--- src/rtl/switch_operand_loader.sv ---
// switch_operand_loader: synchronises switches and load button, debounces the button,
// and captures A/B/OpCode fields once per clean press with a one-cycle strobe.
module switch_operand_loader #(
    parameter int DEBOUNCE_CYCLES = 1000000,
    parameter int CNT_WIDTH       = 20
) (
    input  logic        clk,
    input  logic        rst,
    input  logic [23:0] switches,
    input  logic        btn_load,
    output logic [7:0]  reg_a,
    output logic [7:0]  reg_b,
    output logic [7:0]  reg_op,
    output logic        load_strobe,
    output logic        busy
);
    typedef enum logic [1:0] {IDLE, PRESS_WAIT, HELD, RELEASE_WAIT} state_t;
    localparam logic [CNT_WIDTH-1:0] LAST = CNT_WIDTH'(DEBOUNCE_CYCLES - 1);
    state_t                state_q, state_d;
    logic [CNT_WIDTH-1:0]  cnt_q, cnt_d;
    logic [23:0]           sw_meta_q, switches_s;
    logic                  btn_meta_q, btn_s;
    logic [7:0]            reg_a_q, reg_b_q, reg_op_q;
    logic                  strobe_q, capture;
    always_ff @(posedge clk or posedge rst) begin
        if (rst) begin
            sw_meta_q  <= '0;
            switches_s <= '0;
            btn_meta_q <= 1'b0;
            btn_s      <= 1'b0;
            state_q    <= IDLE;
            cnt_q      <= '0;
            reg_a_q    <= '0;
            reg_b_q    <= '0;
            reg_op_q   <= '0;
            strobe_q   <= 1'b0;
        end else begin
            sw_meta_q  <= switches;
            switches_s <= sw_meta_q;
            btn_meta_q <= btn_load;
            btn_s      <= btn_meta_q;
            state_q    <= state_d;
            cnt_q      <= cnt_d;
            strobe_q   <= capture;
            if (capture) begin
                reg_a_q  <= switches_s[7:0];
                reg_b_q  <= switches_s[15:8];
                reg_op_q <= switches_s[23:16];
            end
        end
    end
    // Counter restarts on every transition, so it only measures the current WAIT dwell.
    always_comb begin
        state_d = state_q;
        case (state_q)
            IDLE:         state_d = btn_s ? PRESS_WAIT : IDLE;
            PRESS_WAIT:   state_d = !btn_s ? IDLE : (cnt_q == LAST) ? HELD : PRESS_WAIT;
            HELD:         state_d = btn_s ? HELD : RELEASE_WAIT;
            RELEASE_WAIT: state_d = btn_s ? HELD : (cnt_q == LAST) ? IDLE : RELEASE_WAIT;
            default:      state_d = IDLE;
        endcase
        cnt_d = (state_d != state_q) ? '0
              : (state_q == PRESS_WAIT || state_q == RELEASE_WAIT) ? cnt_q + CNT_WIDTH'(1)
              : cnt_q;
    end
    always_comb begin
        capture     = (state_q == PRESS_WAIT) && (state_d == HELD);
        busy        = (state_q != IDLE);
        load_strobe = strobe_q;
        reg_a       = reg_a_q;
        reg_b       = reg_b_q;
        reg_op      = reg_op_q;
    end
endmodule

--- config.mk ---
export PLATFORM = sky130hd
export DESIGN_NAME = switch_operand_loader
export DESIGN_NICKNAME = d
export VERILOG_FILES = /design/src/rtl/switch_operand_loader.sv
export SDC_FILE = /design/constraint.sdc
export NUM_CORES = 1
export LEC_CHECK = 0
export CELL_PAD_IN_SITES_DETAIL_PLACEMENT = 1
export CELL_PAD_IN_SITES_GLOBAL_PLACEMENT = 1
export CORE_ASPECT_RATIO = 1.4
export CORE_MARGIN = 1.5
export CORE_UTILIZATION = 40
export DETAILED_ROUTE_END_ITERATION = 8
export PLACE_DENSITY_LB_ADDON = 0.1
export SYNTH_ARGS = -nofsm -noshare
export SYNTH_HDL_FRONTEND = slang
export SYNTH_SLANG_ARGS = --single-unit
--- constraint.sdc ---
create_clock -name clk -period 3.1 [get_ports clk]
set_clock_uncertainty 0.15 [all_clocks]
set_input_delay 0.62 -clock clk [delete_from_list [all_inputs] [get_ports clk]]
set_output_delay 0.62 -clock clk [all_outputs]
set_load 0.1 [all_outputs]
== Word level (Yosys, flattened, before mapping) ==
Index checks and enable logic that the tools add are counted.
Word-level totals
  register bits after elaboration: 97
  bits of input ports: 27
  word-level logic and storage cells: 31
Cells by class
  add/sub/neg operators: 1
  equality and inequality tests: 6
  mux-type cells: 9
  reductions and logical operators: 5
Operator list (count)
  2-to-1 mux 20 bit: 2
  adder 20 x 1 -> 20 bit (second input constant): 1
  == test 20 bit (second input constant): 1
  2-to-1 mux 2 bit: 4
  one-hot mux 2 bit (4 select lines): 1
  == test 2 bit (second input constant): 3
  nonzero test 2 bit: 2
  == test 2 x 1 -> 1 bit (second input constant): 1
  zero test 2 bit: 1
  2-to-1 mux 1 bit: 2
  inequality test 2 bit: 1
  logical AND 1 bit: 1
  logical OR 1 bit: 1

== Depth between registers and ports, before layout ==
Gate-level depths: netlist (run 1).
  depth in word-level cells: 6
  gate-level depth with buffers: 6
  gate-level depth less buffers: 5

== Least setup slack after synthesis (run 1) ==
No wires, ideal clock.
  kind: register to register
  start point: register cnt_q[11]
  end point: register reg_a_q[0], in the netlist reg_a[0]
  setup time: 0.126 ns
  arrival: 1.793 ns
  required time: 2.824 ns
  setup slack: 1.031 ns
  stages on the path, launching flop included: 6
  clock period less this slack: 2.069 ns
  cells stage by stage: dfrtp_1 -> nor4b_4 -> nand2b_2 -> nor4_4 -> buf_8 -> mux2_4
On the way
  word-level cells in the longest chain between the ends: 6
RTL lines
  from (decl): line 20  | logic [CNT_WIDTH-1:0] cnt_q, cnt_d;
  from (signal assigned): line 43  | cnt_q <= cnt_d;
  == test 20 bit *: line 57, 59
  2-to-1 mux 2 bit, on equally long branches (2 in a row): line 59, 57
  one-hot mux 2 bit (4 select lines) *: line 55  | case (state_q)
  == test 2 bit *: line 67  | capture = (state_q == PRESS_WAIT) && (state_d == HELD);
  logical AND 1 bit *: line 67
  to (signal assigned): line 46  | reg_a_q <= switches_s[7:0];
  to (decl): line 23  | logic [7:0] reg_a_q, reg_b_q, reg_op_q;
Mark *: on every way between the ends. The rest lies on a longest branch, timed or not.
A chain may end at the register's enable or synchronous reset.

== Worst setup path after layout (run 1) ==
  start point: register cnt_q[0]
  end point: register reg_a_q[6], in the netlist reg_a[6]
Same word-level chain as after synthesis.

==> impl_metrics.json, run 1 <==
{
  "rows": 40,
  "grt_use_met1_pct": 19.1,
  "synth.top_cell.area_share_pct": 68.1,
  "p_per_area_mw_per_mm2": 563,
  "synth_edf_count": 0,
  "cts_sinks": 97,
  "final-setup-viol-count": 0,
  "hold_path_class": "flop to flop",
  "seq_area_frac_synth_pct": 68.1,
  "grt_pass1_vias": 2252,
  "endpoint_kind": "flop",
  "antenna_cells": 0,
  "clock_latency_ns": 0.34,
  "area_delta_synth_final_pct": 24.4,
  "syn_nets": 263,
  "busiest_layer": "met2",
  "cts_buffers": 9,
  "synth.avg_cell_area_um2": 15.2,
  "finalHoldViolations": 0,
  "post_cts_buffers": 0,
  "worstPathArrival_ns": 2.35,
  "dp_slack_ns": 0.817,
  "synthCells": 235,
  "die_w_um": 82.8,
  "post-route-period-util_pct": 73.6,
  "yosys_warnings": 0,
  "cts_tree": "yes",
  "fin_tns_setup_ns": 0,
  "yosys_register_bits": 97,
  "synth_area_leaders": "dfrtp_1, mux2_4, a22oi_1",
  "vias": 2098,
  "die-area_mm2": 0.00950,
  "htreeDepth": 3,
  "cts_resized": 0,
  "grt_max_degree": 98,
  "async_flop_share_pct": 100,
  "max_freq_mhz": 439,
  "drive_gt1_share_pct": 25.8,
  "critPathRequiredTime_ns": 3.17,
  "dp_hpwl_mm": 4.60,
  "gp_congestion": 0.739,
  "finalWorstSetupSlack_ns": 0.820,
  "viasPerCell": 5.21,
  "drtPass1Iterations": 4,
  "clockBufferDepth": 2,
  "path_class": "flop to flop",
  "cp-start-kind": "flop",
  "irDropWorstVdd_mv": 0.296,
  "cellLeakagePower_nw": 2.00,
  "drtIter0Drc": 94,
  "timing.slew.headroom_pct": 40.1,
  "worst_pin_slew_ns": 0.893,
  "gr-total-overflow": 0,
  "cts.clk_slew.worst_paths_ns": 0.06,
  "wire_per_inst_um": 17.2,
  "use_met3_pct": 3.43,
  "synth-main-ff-cell": "dfrtp_1",
  "syn_area_mm2": 0.00357,
  "outcome": "finished clean",
  "grt_util_all_layers_pct": 16.2,
  "maxCapViolations": 0,
  "n_fill_cell": 864,
  "ios": 53,
  "antenna_found_initial": 0,
  "wl_mm": 6.92,
  "core_mm2": 0.00861,
  "portBuffers": 52,
  "multi_input_area_mm2": 0.00107,
  "fin_crit_ns": 2.28,
  "critPathMaxFanout": 24,
  "slew_violations": 0,
  "cts_hold_repair.buffers": 0,
  "cts_root_buffer": "clkbuf_16",
  "ff_latch_area_mm2": 0.00243,
  "synth_cell_types": 41,
  "fin_nets": 322,
  "remaining_drc_errors": 0,
  "grt_setup_unrepaired": "no",
  "synth_top_area_cell": "dfrtp_1",
  "grt_util_met2_pct": 27.6,
  "final_antenna_net_count": 0,
  "start_util_pct": 41.4,
  "grt_pass1_wl_mm": 11.2,
  "die_y_um": 115
}
cell families after synthesis:
logic type | count (synthesis) | share of synthesized area (%)
AND/OR/NAND/NOR | 56 | 10.6
multiplexers | 25 | 10.0
adder cells (fa/ha/maj) | 1 | 0.351
AO/OA/AOI/OAI | 40 | 7.65
XOR/XNOR | 5 | 1.44
buffers and inverters | 11 | 1.89
flip-flops | 97 | 68.1
area by class of cell:
class	instances	share of cell area, %
Tap cell	105	2.96
Timing Repair Buffer	55	11.1
Clock inverter	4	1.19
Sequential cell	97	54.7
Clock buffer	11	5.47
Inverter	4	0.423
Multi-Input combinational cell	127	24.2
sequential cells by signal, summed over array words and instances, names as in the netlist:
name	flops
reg_a	8
switches_s	24
btn_meta_q	1
sw_meta_q	24
load_strobe	1
state_q	2
btn_s	1
reg_b	8
cnt_q	20
reg_op	8
through the flow:
stage	hold WS, ns	utilization [%]	power (W)	instances	cell area (µm²)
after floorplan	0.181	-	0.00137	235	3570
after global placement	0.182	48.1	0.00143	388	4140
after detailed placement	0.186	48.1	0.00143	388	4140
after CTS	0.200	51.5	0.00253	403	4430
after global routing	0.205	51.5	0.00259	403	4430
final	0.194	51.5	0.00250	403	4430
metal layers:
layer  wire length (µm)  vias up
li1                   -      966
met1               2890     1088
met2               3670       35
met3                231        9
met4                126        0
met5                  0        -
cells in the mapped netlist, drive strengths merged, types with 3 or more instances:
cell / number
a21oi: 4
a22oi: 10
and4: 3
buf: 5
dfrtp: 97
inv: 4
mux2: 25
nand2: 11
nand3: 7
nand4: 4
nor2: 3
nor3: 5
o21ai: 11
o31ai: 6
or3: 4
or4: 6
xor2: 4
critical path, stage by stage (launching register included):
cell	delay [ns]
dfrtp_1	0.41
ha_1	0.22
and3_1	0.23
nand4_2	0.16
nor4_4	0.17
buf_4	0.43
mux2_2	0.39
where the power goes:
part           switching, W  internal (W)   total, W
clock network      0.000446      0.000646    0.00109
registers         0.0000144       0.00130    0.00132
logic             0.0000495     0.0000387  0.0000882
path summary, 6_finish.rpt:
check                                           to  cells after the start              startpoint  slack [ns]
max reg2reg                   reg_a[6]$_DFFE_PP0P_                      6    cnt_q[0]$_DFFE_PP0P_        0.82
max in group asynchronous  sw_meta_q[10]$_DFF_PP0_                      3                     rst        1.78
min in group asynchronous   sw_meta_q[6]$_DFF_PP0_                      3                     rst        0.62
min                        switches_s[9]$_DFF_PP0_                      0  sw_meta_q[9]$_DFF_PP0_        0.19
min reg2reg                switches_s[9]$_DFF_PP0_                      0  sw_meta_q[9]$_DFF_PP0_        0.19
max                           reg_a[6]$_DFFE_PP0P_                      6    cnt_q[0]$_DFFE_PP0P_        0.82
layout by cell type (no fill, tap or decap), drive strengths merged, types with 5 or more instances in the layout:
cell type and count:
buf 29, o21ai 11, mux2 25, nor3 5
nand3 7, a22oi 10, or4 6, o31ai 6
nand2 11, dfrtp 97, clkbuf 11, clkdlybuf4s50 26
Power figures use the tool's default switching activity.
==> inputs of run 2 (changes only) <==
--- a/config.mk
+++ b/config.mk
@@ -9,7 +9,7 @@
 export CELL_PAD_IN_SITES_GLOBAL_PLACEMENT = 1
 export CORE_ASPECT_RATIO = 1.4
 export CORE_MARGIN = 1.5
-export CORE_UTILIZATION = 40
+export CORE_UTILIZATION = 44
 export DETAILED_ROUTE_END_ITERATION = 8
 export PLACE_DENSITY_LB_ADDON = 0.1
 export SYNTH_ARGS = -nofsm -noshare
==> constraint.sdc (replaced) <==
create_clock -name clk -period 2.1 [get_ports clk]
set_clock_uncertainty 0.15 [all_clocks]
set_input_delay 0.42 -clock clk [delete_from_list [all_inputs] [get_ports clk]]
set_output_delay 0.42 -clock clk [all_outputs]
set_load 0.1 [all_outputs]
==> run 2 against run 1 <==
Against the previous run: first-iteration DRC count decreased by 3.2%; sequential power increased by 47%; combinational power up 75%; total power is 35% higher; largest cell class unchanged; highest routed layer unchanged.
==> impl_metrics.json, run 2 (same netlist as run 1, synthesis figures left out) <==
{
  "htreeDepth": 3,
  "fin_tns_setup_ns": 0,
  "finalHoldViolations": 0,
  "grt_util_all_layers_pct": 18.5,
  "hold_slack_ns": 0.203,
  "grt_max_degree": 98,
  "final_core_util_pct": 58.8,
  "grt_pass1_vias": 2410,
  "r2r-start": "cnt_q[10]$_DFFE_PP0P_",
  "final_cell_mix": "dfrtp_1, buf_4, clkdlybuf4s50_1",
  "critPathMaxFanout": 7,
  "finalWorstSetupSlack_ns": 0.0825,
  "grt_setup_unrepaired": "yes",
  "dp_hpwl_mm": 4.88,
  "viasPerCell": 5.27,
  "final_common_cell": "dfrtp_1",
  "core_mm2": 0.00780,
  "antenna_found_initial": 0,
  "post-route-cell-area_mm2": 0.00459,
  "endpoint_kind": "flop",
  "n_fill_cell": 796,
  "fin_nets": 345,
  "fin_crit_ns": 2.02,
  "grt_pass1_wl_mm": 11.9,
  "postPlaceCellArea_mm2": 0.00432,
  "final_antenna_net_count": 0,
  "cts_buffers": 9,
  "clock_latency_ns": 0.36,
  "post-route-period-util_pct": 96.1,
  "cts_sinks": 97,
  "cp-start-kind": "flop",
  "die_y_um": 110,
  "hold_start": "sw_meta_q[13]$_DFF_PP0_",
  "area_delta_synth_final_pct": 28.6,
  "antenna_cells": 0,
  "drtIter0Drc": 91,
  "clockBufferDepth": 2,
  "final-setup-viol-count": 0,
  "critPathRequiredTime_ns": 2.19,
  "worst_pin_slew_ns": 0.672,
  "cellLeakagePower_nw": 2.09,
  "critPathLaunch": "cnt_q[10]$_DFFE_PP0P_",
  "wl_mm": 7.20,
  "cts.clk_slew.worst_paths_ns": 0.08,
  "cts_hold_repair.buffers": 0,
  "slew_violations": 0,
  "wire_per_inst_um": 17.1,
  "remaining_drc_errors": 0,
  "path_class": "flop to flop",
  "die-area_mm2": 0.00866,
  "worstPathArrival_ns": 2.11,
  "reg.largest.list": "sw_meta_q (24), switches_s (24), cnt_q (20)",
  "cts_root_buffer": "clkbuf_8",
  "gr-total-overflow": 0,
  "gp_congestion": 0.718,
  "dp_slack_ns": -0.0196,
  "irDropWorstVdd_mv": 0.473,
  "die_w_um": 79.1,
  "start_util_pct": 45.7,
  "p_per_area_mw_per_mm2": 736,
  "portBuffers": 52,
  "rows": 38,
  "max_freq_mhz": 496,
  "timing.slew.headroom_pct": 54.9,
  "drive_gt1_share_pct": 31.8,
  "hold_path_class": "flop to flop",
  "drtPass1Iterations": 4,
  "vias": 2218,
  "ios": 53,
  "cts_tree": "yes",
  "outcome": "finished clean",
  "maxCapViolations": 0
}
[run 2: what timing repair did]
action / in CTS / in global routing
setup endpoints to repair: 5 / 25
buffers inserted: 2 / 0
pin swaps: 1 / 4
resized for setup: 4 / 8
[run 2: layer usage]
layer / share of wire [%] / routed length (µm) / track usage (%) / vias up
met5: 0 / 0 / 0 / -
met4: 1.1 / 79 / 7.39 / 0
met3: 3.7 / 269 / 5.06 / 6
met2: 54 / 3890 / 31.4 / 40
met1: 41 / 2960 / 22.1 / 1159
li1: - / - / - / 1013
[run 2: power breakdown]
part / total [W] / internal [W] / switching [W]
clock network: 0.00129 / 0.000672 / 0.000615
registers: 0.00194 / 0.00192 / 0.0000187
logic: 0.000154 / 0.0000724 / 0.0000817
[run 2: area by class of cell]
cell class	count	area [µm²]	share of cell area, %
inverter	4	18.8	0.409
tap	100	125	2.73
clock inverter	4	77.6	1.69
multi-input combinational	127	1080	23.6
sequential	97	2430	52.9
clock buffer	11	131	2.86
timing repair buffer	78	721	15.7
[run 2: through the flow]
step	cells	power, W
floorplan	235	0.00203
global placement	404	0.00212
detailed placement	404	0.00213
CTS	421	0.00343
global route	421	0.00353
finish	421	0.00338
[run 2: path summary, 6_finish.rpt]
kind	to	slack [ns]	cells after the start
worst max-delay path	reg_b[1]$_DFFE_PP0P_	0.08	6
worst min-delay path	switches_s[13]$_DFF_PP0_	0.20	0
worst max register to register	reg_b[1]$_DFFE_PP0P_	0.08	6
worst min register to register	switches_s[13]$_DFF_PP0_	0.20	0
max in group asynchronous	switches_s[11]$_DFF_PP0_	1.01	3
min in group asynchronous	cnt_q[17]$_DFFE_PP0P_	0.35	3
[run 2: worst max-delay path, cell delays in order (launching register included)]
cell and delay (ns):
dfrtp_1 0.43, nor4b_4 0.33, nand4_2 0.16, nor4_4 0.19, buf_6 0.17, buf_6 0.15, mux2_4 0.31
==> inputs of run 3 (changes only) <==
--- a/config.mk
+++ b/config.mk
@@ -9,7 +9,8 @@
 export CELL_PAD_IN_SITES_GLOBAL_PLACEMENT = 1
 export CORE_ASPECT_RATIO = 1.4
 export CORE_MARGIN = 1.5
-export CORE_UTILIZATION = 44
+export CORE_UTILIZATION = 46
+export CTS_BUF_LIST = sky130_fd_sc_hd__clkbuf_8
 export DETAILED_ROUTE_END_ITERATION = 8
 export PLACE_DENSITY_LB_ADDON = 0.1
 export SYNTH_ARGS = -nofsm -noshare
==> run 3 against run 2 <==
Against the previous run: register-to-register slack about the same; worst setup slack better by 0.0013 ns; largest power group unchanged; combinational power up 3%; sequential power about the same.
==> impl_metrics.json, run 3 (same netlist as run 1, synthesis figures left out) <==
{
  "cp-start-kind": "flop",
  "clock_latency_ns": 0.35,
  "grt_util_all_layers_pct": 20.1,
  "antenna_found_initial": 0,
  "cts_hold_repair.buffers": 0,
  "die_y_um": 107,
  "worst_pin_slew_ns": 0.599,
  "viasPerCell": 5.16,
  "post-route-cell-area_mm2": 0.00459,
  "timing.slew.headroom_pct": 59.8,
  "dp_slack_ns": 0.0353,
  "wl_mm": 7.67,
  "core_mm2": 0.00745,
  "clockBufferDepth": 2,
  "rows": 37,
  "area_delta_synth_final_pct": 28.8,
  "gp_congestion": 0.766,
  "fin_nets": 346,
  "irDropWorstVdd_mv": 0.414,
  "cellLeakagePower_nw": 2.10,
  "start_util_pct": 47.8,
  "critPathRequiredTime_ns": 2.19,
  "hold_slack_ns": 0.202,
  "slew_violations": 0,
  "grt_pass1_wl_mm": 12.4,
  "total_power_w": 0.00335,
  "portBuffers": 52,
  "grt_pass1_vias": 2406,
  "worstPathArrival_ns": 2.11,
  "dp_hpwl_mm": 5.43,
  "critPathMaxFanout": 12,
  "maxCapViolations": 0,
  "die_w_um": 77.4,
  "postPlaceCellArea_mm2": 0.00433,
  "r2r_slack_ns": 0.08,
  "final_common_cell": "dfrtp_1",
  "post-route-period-util_pct": 96.0,
  "n_fill_cell": 720,
  "max_freq_mhz": 496,
  "cts_tree": "yes",
  "endpoint_kind": "flop",
  "final_cells": 420,
  "cts.clk_slew.worst_paths_ns": 0.09,
  "path_class": "flop to flop",
  "crit_family": "simple AND/OR/NAND/NOR gates",
  "reg.largest.list": "sw_meta_q (24), switches_s (24), cnt_q (20)",
  "die-area_mm2": 0.00830,
  "drive_gt1_share_pct": 32.2,
  "drtPass1Iterations": 4,
  "outcome": "finished clean",
  "ios": 53,
  "cts_sinks": 97,
  "htreeDepth": 3,
  "finalWorstSetupSlack_ns": 0.0839,
  "cts_root_buffer": "clkbuf_8",
  "final_antenna_net_count": 0,
  "gr-total-overflow": 0,
  "final-setup-viol-count": 0,
  "place_inst": 402,
  "fin_crit_ns": 2.02,
  "hold_path_class": "flop to flop",
  "vias": 2168,
  "wire_per_inst_um": 18.3,
  "grt_max_degree": 28,
  "drtIter0Drc": 84,
  "remaining_drc_errors": 0,
  "cts_buffers": 9,
  "cp_cell_sequence": "nor4b_4 -> nand2b_2 -> nor4_4 -> buf_4 -> clkbuf_16 -> mux2_4",
  "finalHoldViolations": 0,
  "cp_slowest_stage_delay_ns": 0.42,
  "crit_buf_inv": 2,
  "cp_slowest_cell": "dfrtp_1",
  "final_cell_mix": "dfrtp_1, buf_4, clkdlybuf4s50_1",
  "antenna_cells": 0,
  "p_per_area_mw_per_mm2": 729
}
[run 3: changes by cell type in the layout (fill, tap and decap cells not counted), sizes merged]
cell and delta:
clkbuf +1, bufinv -1, inv +1, clkinv +1
[run 3: timing repair]
action	4_1_cts	5_1_grt
resized for setup	0	3
setup buffers	0	1
endpoints found under the setup margin	0	6
[run 3: worst register-to-register path, stage by stage (launching register included)]
cell	delay (ns)
dfrtp_1	0.42
nor4b_4	0.32
nand2b_2	0.12
nor4_4	0.20
buf_4	0.18
clkbuf_16	0.19
mux2_4	0.32
[run 3: final cells by class]
cell class	instances	area, µm²	share of cell area (%)
Inverter	4	18.8	0.409
Tap cell	97	121	2.64
Sequential cell	97	2430	52.8
Clock inverter	5	61.3	1.33
Multi-Input combinational cell	127	1090	23.7
Clock buffer	11	151	3.30
Timing Repair Buffer	79	726	15.8
[run 3: routing by layer]
layer  wire length [µm]  track usage [%]  up-vias
li1                   -                -     1017
met1               2980             22.9     1109
met2               4410             36.3       35
met3                172             4.34        7
met4                102             7.79        0
met5                  0                0        -
[run 3: final timing paths]
check,from,to,cells after the start
max,cnt_q[11]$_DFFE_PP0P_,reg_b[7]$_DFFE_PP0P_,6
min,sw_meta_q[21]$_DFF_PP0_,switches_s[21]$_DFF_PP0_,0
max reg2reg,cnt_q[11]$_DFFE_PP0P_,reg_b[7]$_DFFE_PP0P_,6
min reg2reg,sw_meta_q[21]$_DFF_PP0_,switches_s[21]$_DFF_PP0_,0
max in group asynchronous,rst,sw_meta_q[5]$_DFF_PP0_,3
min in group asynchronous,rst,reg_op[1]$_DFFE_PP0P_,2
[run 3: through the flow]
step,util [%],TNS [ns]
2_1_floorplan,-,0
3_3_place_gp,58.1,0
3_5_place_dp,58.1,0
4_1_cts,61.0,0
5_1_grt,61.6,-0.00251
6_report,61.6,0
[run 3: report_power, final]
group	total, W	switching (W)	internal (W)
clock network	0.00125	0.000626	0.000624
registers	0.00194	0.0000221	0.00192
logic	0.000158	0.0000812	0.0000767
